===== src/rtl/dcache_wt_if.sv =====
// CPU load/store port plus backing-memory handshake for the write-through data cache.
// The master side (CPU pipeline plus memory) drives requests and memory responses.
interface dcache_wt_if;
    logic [31:0] addr;
    logic        re;
    logic        we;
    logic [31:0] wdata;
    logic [31:0] rdata;
    logic        stall;
    logic        mem_req;
    logic        mem_we;
    logic [31:0] mem_addr;
    logic [31:0] mem_wdata;
    logic [31:0] mem_rdata;
    logic        mem_ready;

    modport master (
        output addr, re, we, wdata, mem_rdata, mem_ready,
        input  rdata, stall, mem_req, mem_we, mem_addr, mem_wdata
    );

    modport slave (
        input  addr, re, we, wdata, mem_rdata, mem_ready,
        output rdata, stall, mem_req, mem_we, mem_addr, mem_wdata
    );
endinterface


===== src/rtl/dcache_wt.sv =====
// Direct-mapped, write-through, no-write-allocate data cache.
// Read hits return combinationally; misses fill a full line and stores always go to memory.
module dcache_wt #(
    parameter int DATA_WIDTH = 32,
    parameter int SETS       = 8,
    parameter int LINE_WORDS = 4
) (
    input  logic        clk,
    input  logic        rst,
    dcache_wt_if.slave  io_bus
);
    localparam int W       = $clog2(LINE_WORDS);
    localparam int S       = $clog2(SETS);
    localparam int IDX_LSB = 2 + W;
    localparam int TAG_LSB = 2 + W + S;
    localparam int TAG_W   = 32 - TAG_LSB;
    localparam logic [W-1:0] LAST_WORD = W'(LINE_WORDS - 1);
    localparam logic [W-1:0] ONE       = W'(1);

    typedef enum logic [1:0] {IDLE, FILL, WRITE} state_t;

    state_t                r_state;
    logic [W-1:0]          r_fillCnt;
    logic [SETS-1:0]       r_valid;
    logic [TAG_W-1:0]      r_tag  [SETS];
    logic [DATA_WIDTH-1:0] r_data [SETS][LINE_WORDS];
    logic                  r_memReq;
    logic                  r_memWe;
    logic [31:0]           r_memAddr;
    logic [DATA_WIDTH-1:0] r_memWdata;

    logic [W-1:0]          w_offset;
    logic [S-1:0]          w_index;
    logic [TAG_W-1:0]      w_tag;
    logic                  w_hit;
    logic [W-1:0]          w_nextCnt;
    logic                  w_stall;
    logic [DATA_WIDTH-1:0] w_rdata;

    assign w_offset  = io_bus.addr[IDX_LSB-1:2];
    assign w_index   = io_bus.addr[TAG_LSB-1:IDX_LSB];
    assign w_tag     = io_bus.addr[31:TAG_LSB];
    assign w_hit     = r_valid[w_index] && (r_tag[w_index] == w_tag);
    assign w_nextCnt = r_fillCnt + ONE;

    // The CPU holds addr stable while stalled, so its index/tag address the line being filled or written.
    always_ff @(posedge clk) begin
        if (!rst) begin
            if (r_state == FILL && io_bus.mem_ready) begin
                r_data[w_index][r_fillCnt] <= io_bus.mem_rdata;
                if (r_fillCnt == LAST_WORD) begin
                    r_tag[w_index] <= w_tag;
                end
            end
            if (r_state == WRITE && io_bus.mem_ready && w_hit) begin
                r_data[w_index][w_offset] <= io_bus.wdata;
            end
        end
    end

    always_ff @(posedge clk) begin
        if (rst) begin
            r_state    <= IDLE;
            r_fillCnt  <= '0;
            r_valid    <= '0;
            r_memReq   <= 1'b0;
            r_memWe    <= 1'b0;
            r_memAddr  <= '0;
            r_memWdata <= '0;
        end else begin
            case (r_state)
                IDLE: begin
                    if (io_bus.we) begin
                        r_state    <= WRITE;
                        r_memReq   <= 1'b1;
                        r_memWe    <= 1'b1;
                        r_memAddr  <= {io_bus.addr[31:2], 2'b00};
                        r_memWdata <= io_bus.wdata;
                    end else if (io_bus.re && !w_hit) begin
                        r_state   <= FILL;
                        r_fillCnt <= '0;
                        r_memReq  <= 1'b1;
                        r_memWe   <= 1'b0;
                        r_memAddr <= {io_bus.addr[31:IDX_LSB], {W{1'b0}}, 2'b00};
                    end
                end
                FILL: begin
                    if (io_bus.mem_ready) begin
                        r_fillCnt <= w_nextCnt;
                        r_memAddr <= {r_memAddr[31:IDX_LSB], w_nextCnt, 2'b00};
                        // Valid only once the last word lands, so a partial line never hits.
                        if (r_fillCnt == LAST_WORD) begin
                            r_valid[w_index] <= 1'b1;
                            r_state          <= IDLE;
                            r_memReq         <= 1'b0;
                            r_memAddr        <= '0;
                        end
                    end
                end
                WRITE: begin
                    if (io_bus.mem_ready) begin
                        r_state    <= IDLE;
                        r_memReq   <= 1'b0;
                        r_memWe    <= 1'b0;
                        r_memAddr  <= '0;
                        r_memWdata <= '0;
                    end
                end
                default: r_state <= IDLE;
            endcase
        end
    end

    always_comb begin
        w_stall = 1'b0;
        w_rdata = '0;
        case (r_state)
            IDLE: begin
                if (io_bus.we) begin
                    w_stall = 1'b1;
                end else if (io_bus.re) begin
                    if (w_hit) begin
                        w_rdata = r_data[w_index][w_offset];
                    end else begin
                        w_stall = 1'b1;
                    end
                end
            end
            FILL:    w_stall = 1'b1;
            WRITE:   w_stall = !io_bus.mem_ready;
            default: w_stall = 1'b0;
        endcase
    end

    assign io_bus.stall     = w_stall;
    assign io_bus.rdata     = w_rdata;
    assign io_bus.mem_req   = r_memReq;
    assign io_bus.mem_we    = r_memWe;
    assign io_bus.mem_addr  = r_memAddr;
    assign io_bus.mem_wdata = r_memWdata;
endmodule

===== src/flat_wrapper.sv =====
// flat-port wrapper written by rule: the top's interface ports become plain ports
module dcache_wt_flat 
#(
    parameter int DATA_WIDTH = 32,
    parameter int SETS       = 8,
    parameter int LINE_WORDS = 4
)
  (clk, rst, io_bus_addr, io_bus_re, io_bus_we, io_bus_wdata, io_bus_mem_rdata, io_bus_mem_ready, io_bus_rdata, io_bus_stall, io_bus_mem_req, io_bus_mem_we, io_bus_mem_addr, io_bus_mem_wdata);
  dcache_wt_if io_bus_i ();
  input  logic clk;
  input  logic rst;
  input wire logic [$bits(io_bus_i.addr)-1:0] io_bus_addr;
  input wire logic [$bits(io_bus_i.re)-1:0] io_bus_re;
  input wire logic [$bits(io_bus_i.we)-1:0] io_bus_we;
  input wire logic [$bits(io_bus_i.wdata)-1:0] io_bus_wdata;
  input wire logic [$bits(io_bus_i.mem_rdata)-1:0] io_bus_mem_rdata;
  input wire logic [$bits(io_bus_i.mem_ready)-1:0] io_bus_mem_ready;
  output wire logic [$bits(io_bus_i.rdata)-1:0] io_bus_rdata;
  output wire logic [$bits(io_bus_i.stall)-1:0] io_bus_stall;
  output wire logic [$bits(io_bus_i.mem_req)-1:0] io_bus_mem_req;
  output wire logic [$bits(io_bus_i.mem_we)-1:0] io_bus_mem_we;
  output wire logic [$bits(io_bus_i.mem_addr)-1:0] io_bus_mem_addr;
  output wire logic [$bits(io_bus_i.mem_wdata)-1:0] io_bus_mem_wdata;
  assign io_bus_i.addr = io_bus_addr;
  assign io_bus_i.re = io_bus_re;
  assign io_bus_i.we = io_bus_we;
  assign io_bus_i.wdata = io_bus_wdata;
  assign io_bus_i.mem_rdata = io_bus_mem_rdata;
  assign io_bus_i.mem_ready = io_bus_mem_ready;
  assign io_bus_rdata = io_bus_i.rdata;
  assign io_bus_stall = io_bus_i.stall;
  assign io_bus_mem_req = io_bus_i.mem_req;
  assign io_bus_mem_we = io_bus_i.mem_we;
  assign io_bus_mem_addr = io_bus_i.mem_addr;
  assign io_bus_mem_wdata = io_bus_i.mem_wdata;
  dcache_wt #(.DATA_WIDTH(DATA_WIDTH), .SETS(SETS), .LINE_WORDS(LINE_WORDS)) u_core (.clk(clk), .rst(rst), .io_bus(io_bus_i));
endmodule

===== config.mk =====
export PLATFORM = sky130hd
export DESIGN_NAME = dcache_wt_flat
export DESIGN_NICKNAME = d
export VERILOG_FILES = /design/src/rtl/dcache_wt_if.sv /design/src/rtl/dcache_wt.sv /design/src/flat_wrapper.sv
export SDC_FILE = /design/constraint.sdc
export NUM_CORES = 1
export LEC_CHECK = 0
export BUFFER_PORTS_ARGS = -buffer_cell sky130_fd_sc_hd__buf_2
export CAP_MARGIN = 20
export CORE_MARGIN = 2
export CORE_UTILIZATION = 45
export CTS_BUF_LIST = sky130_fd_sc_hd__clkbuf_4 sky130_fd_sc_hd__clkbuf_8
export DETAILED_ROUTE_END_ITERATION = 12
export HOLD_SLACK_MARGIN = 0.1
export REMOVE_ABC_BUFFERS = 1
export SETUP_SLACK_MARGIN = 0.2
export SLEW_MARGIN = 20
export SYNTH_ARGS = -nofsm -noshare
export SYNTH_HDL_FRONTEND = slang
export SYNTH_SLANG_ARGS = --single-unit

===== constraint.sdc =====
create_clock -name clk -period 13.7 [get_ports clk]
set_clock_uncertainty 0.2 [all_clocks]
set_input_delay 0.685 -clock clk [delete_from_list [all_inputs] [get_ports clk]]
set_output_delay 0.685 -clock clk [all_outputs]
set_load 0.02 [all_outputs]

==> summary.txt <==
XOR/XNOR share of the synthesized area: 0.193%
Hold EP: u_core.io_bus.mem_wdata[3]
Hold_sp: io_bus_wdata[3]
Worst R2R Start: u_core.r_tag[7][16]
Worst endpoint data arrival time: 6.29 ns
Max stage delay on crit path: 0.67 ns
Max Freq: 139 MHz
Hold_ws: 0.171 ns
Placed cell area: 0.0530 mm^2
Multiplexer share of the synthesized area: 6.34%
Synth Area in Adders: 0.226%
WP buf/inv: 6
Worst-Margin Slew: 1.06 ns
Area share of the largest cell type after synthesis: 73.6%
Area Growth Syn to Fin: 15.8%
Finished Layout Cells: 4996
HPWL Detailed: 84200 um
Fin. Hold Viols: 0
Synth Flop Type: edfxtp_1
Initial antenna violation count: 8
Met2 Routed Length: 73300 um
Setup bufs post-CTS: 0
CTS tree: done
WS Path Type: primary input to output port
Tcrit/Tclk final: 52.4%
FF+latch count, synth: 1300
Slew headroom: 29.6%
Cells after Synth: 3013
Post-Route Utilization: 52.4%
Register area share after synthesis: 76.7%
Synth Cell Area: 0.0499 mm^2
PortBufs: 195
Sum Neg Setup Slack: 0 ns
Reg2reg path depth: 10
Htree depth: 4
Full die area: 0.114 mm^2
RR Endpoint: u_core.r_data[5][88]
Avg Cell Area, Syn: 16.6 um^2
Cell family with most CP delay: buffers and inverters
Area of the multi-input gates: 0.0112 mm^2
Place WS: 5.77 ns
Post-Synth Simple-Gate Area: 4.05%
Met3 WL: 13000 um
Post-synth EDFFs: 1224
Mean routed wirelength per cell: 30.3 um
Max_cap viols: 0
Placed Instances: 4556
Routed length on met1: 59900 um
Worst-case clock buffer depth: 3
Antenna-violating nets left: 0
Synth warn: 0
Synth area leader: edfxtp_1
Die W: 337 um
HP Class: primary input to register
Nets: 3445
Largest net degree at the start of global routing: 101
PnR worst setup slack: 6.52 ns
Worst Setup Start Kind: primary input
Status: finished clean
Core Region: 0.110 mm^2
PD cells: 143 mW/mm^2
Die height: 337 um
DRT iter0 DRCs: 3675
Ys async rst share: 0%
Pleak: 18.6 nW
Largest family of logic cells by synthesized area: compound AO/OA/AOI/OAI gates
Critical Path RT: 12.82 ns
RSZ-0062 raised after global routing: no
Register area: 0.0383 mm^2
Max FO, Critical Path: 45
Vias after detailed routing: 31300
CP Depth: 14
Max Used Layer: met5
Row cnt: 122
Cells traversed along the worst timing path: buf_4, buf_4, buf_4, mux2_2, o22ai_1, or3_1, nand3_1, or4_1, nor4_4, buf_4, nand3_2, buf_4, a211oi_1, buf_2
CP endpoint kind: output port
Gr usage total: 26.2%
Maximum vdd ir drop: 0.0000928 V
Dominant cell type by count on the critical path: buf_4
# fillers: 8904
Via/cell ratio: 6.26
Tmin final: 7.18 ns
DRC viols: 0
Clock Root Buffer: clkbuf_8
Share of layout cells above drive strength 1: 23.4%
Final wirelength: 151000 um
First drt pass iteration count: 6
Initial Utilization: 45.2%
Compound-Gate Fraction of Synth Area: 10.6%
Sink Count: 1300
Fin. max-slew vios: 0
Hold path depth: 4
Remaining Overflow, GRT: 0
Clock Pin Slew Worst Setup and Hold Paths: 0.07 ns
Final setup vio count: 0
CP max stage cell: nor4_4
Design Area, Final: 0.0578 mm^2
Top post-synthesis cells by area: edfxtp_1 74%, o22ai_1 5.9%, dfxtp_1 3.0%, mux2_2 2.6%, mux2_1 1.8%
First-pass GRT wire length: 213000 um
Routability congestion estimate: 0.800
Total CTS buffers: 203
Top Ports: 200
Worst-skew pair later-pin latency: 0.87 ns
Synth unique cells: 59
Total power after layout: 8.28 mW
Worst R2R Setup Slack: 8.00 ns
Vias in the first global route: 30800
[power breakdown]
part           total, mW  switching [mW]  leakage [nW]  internal (mW)
Sequential          4.39          0.0151          11.6           4.37
Clock               3.31            1.51          2.21           1.80
Combinational      0.584           0.407          4.81          0.177
Total               8.28            1.93          18.6           6.35
[cells in the mapped netlist, drive strengths merged (13+ instances only)]
library cell,instances
or4,27
o2111ai,28
a21oi,141
nor3,13
o22ai,468
edfxtp,1224
nor2,125
nand4,13
mux4,26
buf,79
o221ai,26
o211ai,36
inv,19
a211oi,44
mux2i,36
o21ai,24
nor2b,14
nor4,78
o22a,20
or3,15
dfxtp,76
mux2,197
clkbuf,142
nor3b,32
nand2,26
[cell type report]
cell class | count | share of cell area, %
sequential | 1300 | 66.2
multi-input combinational | 1473 | 19.3
clock buffer | 291 | 6.14
timing repair buffer | 337 | 3.90
tap | 1488 | 3.22
clock inverter | 85 | 1.07
inverter | 20 | 0.130
antenna | 2 | 0.00866
[layout by cell type (no fill, tap or decap), types with 10 or more instances in the layout]
master         instances
nand2_1               19
clkbuf_8             218
or4_1                 27
o22a_1                20
nor3b_1               32
xor2_1                10
clkbuf_4              74
buf_2                190
o2111ai_1             28
mux2i_1               36
a21oi_4               32
or3_1                 14
edfxtp_1            1224
clkinv_2              28
nor2_1               116
nor4_1                76
dfxtp_1               76
o22ai_1              468
dlygate4sd3_1         60
inv_1                 16
mux2_2               117
o221ai_1              26
o211ai_1              36
a211oi_1              44
o21ai_0               23
nor3_1                13
clkinv_1              37
buf_4                 81
nand4_1               13
a21oi_1              109
mux4_2                26
nor2b_1               14
mux2_1                80
[per-layer routing]
metal,vias to the layer above,track usage [%]
met5,-,0
met4,8,9.65
met3,261,4.94
met2,1708,43.2
met1,16200,34.8
li1,13100,-
[worst max path at each step]
stage | from | end
detailed placement | io_bus_addr[6] | u_core.r_data[2][70]
global placement | io_bus_addr[6] | u_core.r_data[5][70]
global route | io_bus_addr[6] | io_bus_rdata[18]
CTS | io_bus_addr[6] | io_bus_rdata[4]
finish | io_bus_addr[6] | io_bus_rdata[8]
floorplan | io_bus_addr[4] | u_core.r_data[0][100]
[sequential cells by signal, summed over array words and instances (netlist names)]
name                     flops
u_core.r_tag               200
u_core.r_data             1024
u_core.r_fillCnt             2
u_core.io_bus.mem_req        1
u_core.io_bus.mem_we         1
u_core.r_valid               8
u_core.r_state               2
u_core.io_bus.mem_wdata     32
u_core.io_bus.mem_addr      30
[what timing repair did]
item                                   CTS  global route
hold buffers                            60             0
endpoints found under the hold margin  414             0
gates resized for setup                  0             0
setup endpoints to repair                0             0
[worst min-delay path: stages]
cell and delay [ns]:
buf_2 0.19, nor3b_1 0.17, a21oi_1 0.11, nor2_1 0.04
[kinds of logic (layout without fill, tap and decap cells)]
| kind of cell | Yosys count | in the layout |
|---|---|---|
| other | 1 | 4 |
| adder cells (fa/ha/maj) | 9 | 9 |
| XOR/XNOR | 11 | 11 |
| flip-flops | 1300 | 1300 |
| AO/OA/AOI/OAI | 821 | 821 |
| AND/OR/NAND/NOR | 371 | 371 |
| buffers and inverters | 241 | 733 |
| multiplexers | 259 | 259 |
Power figures use the tool's default switching activity.
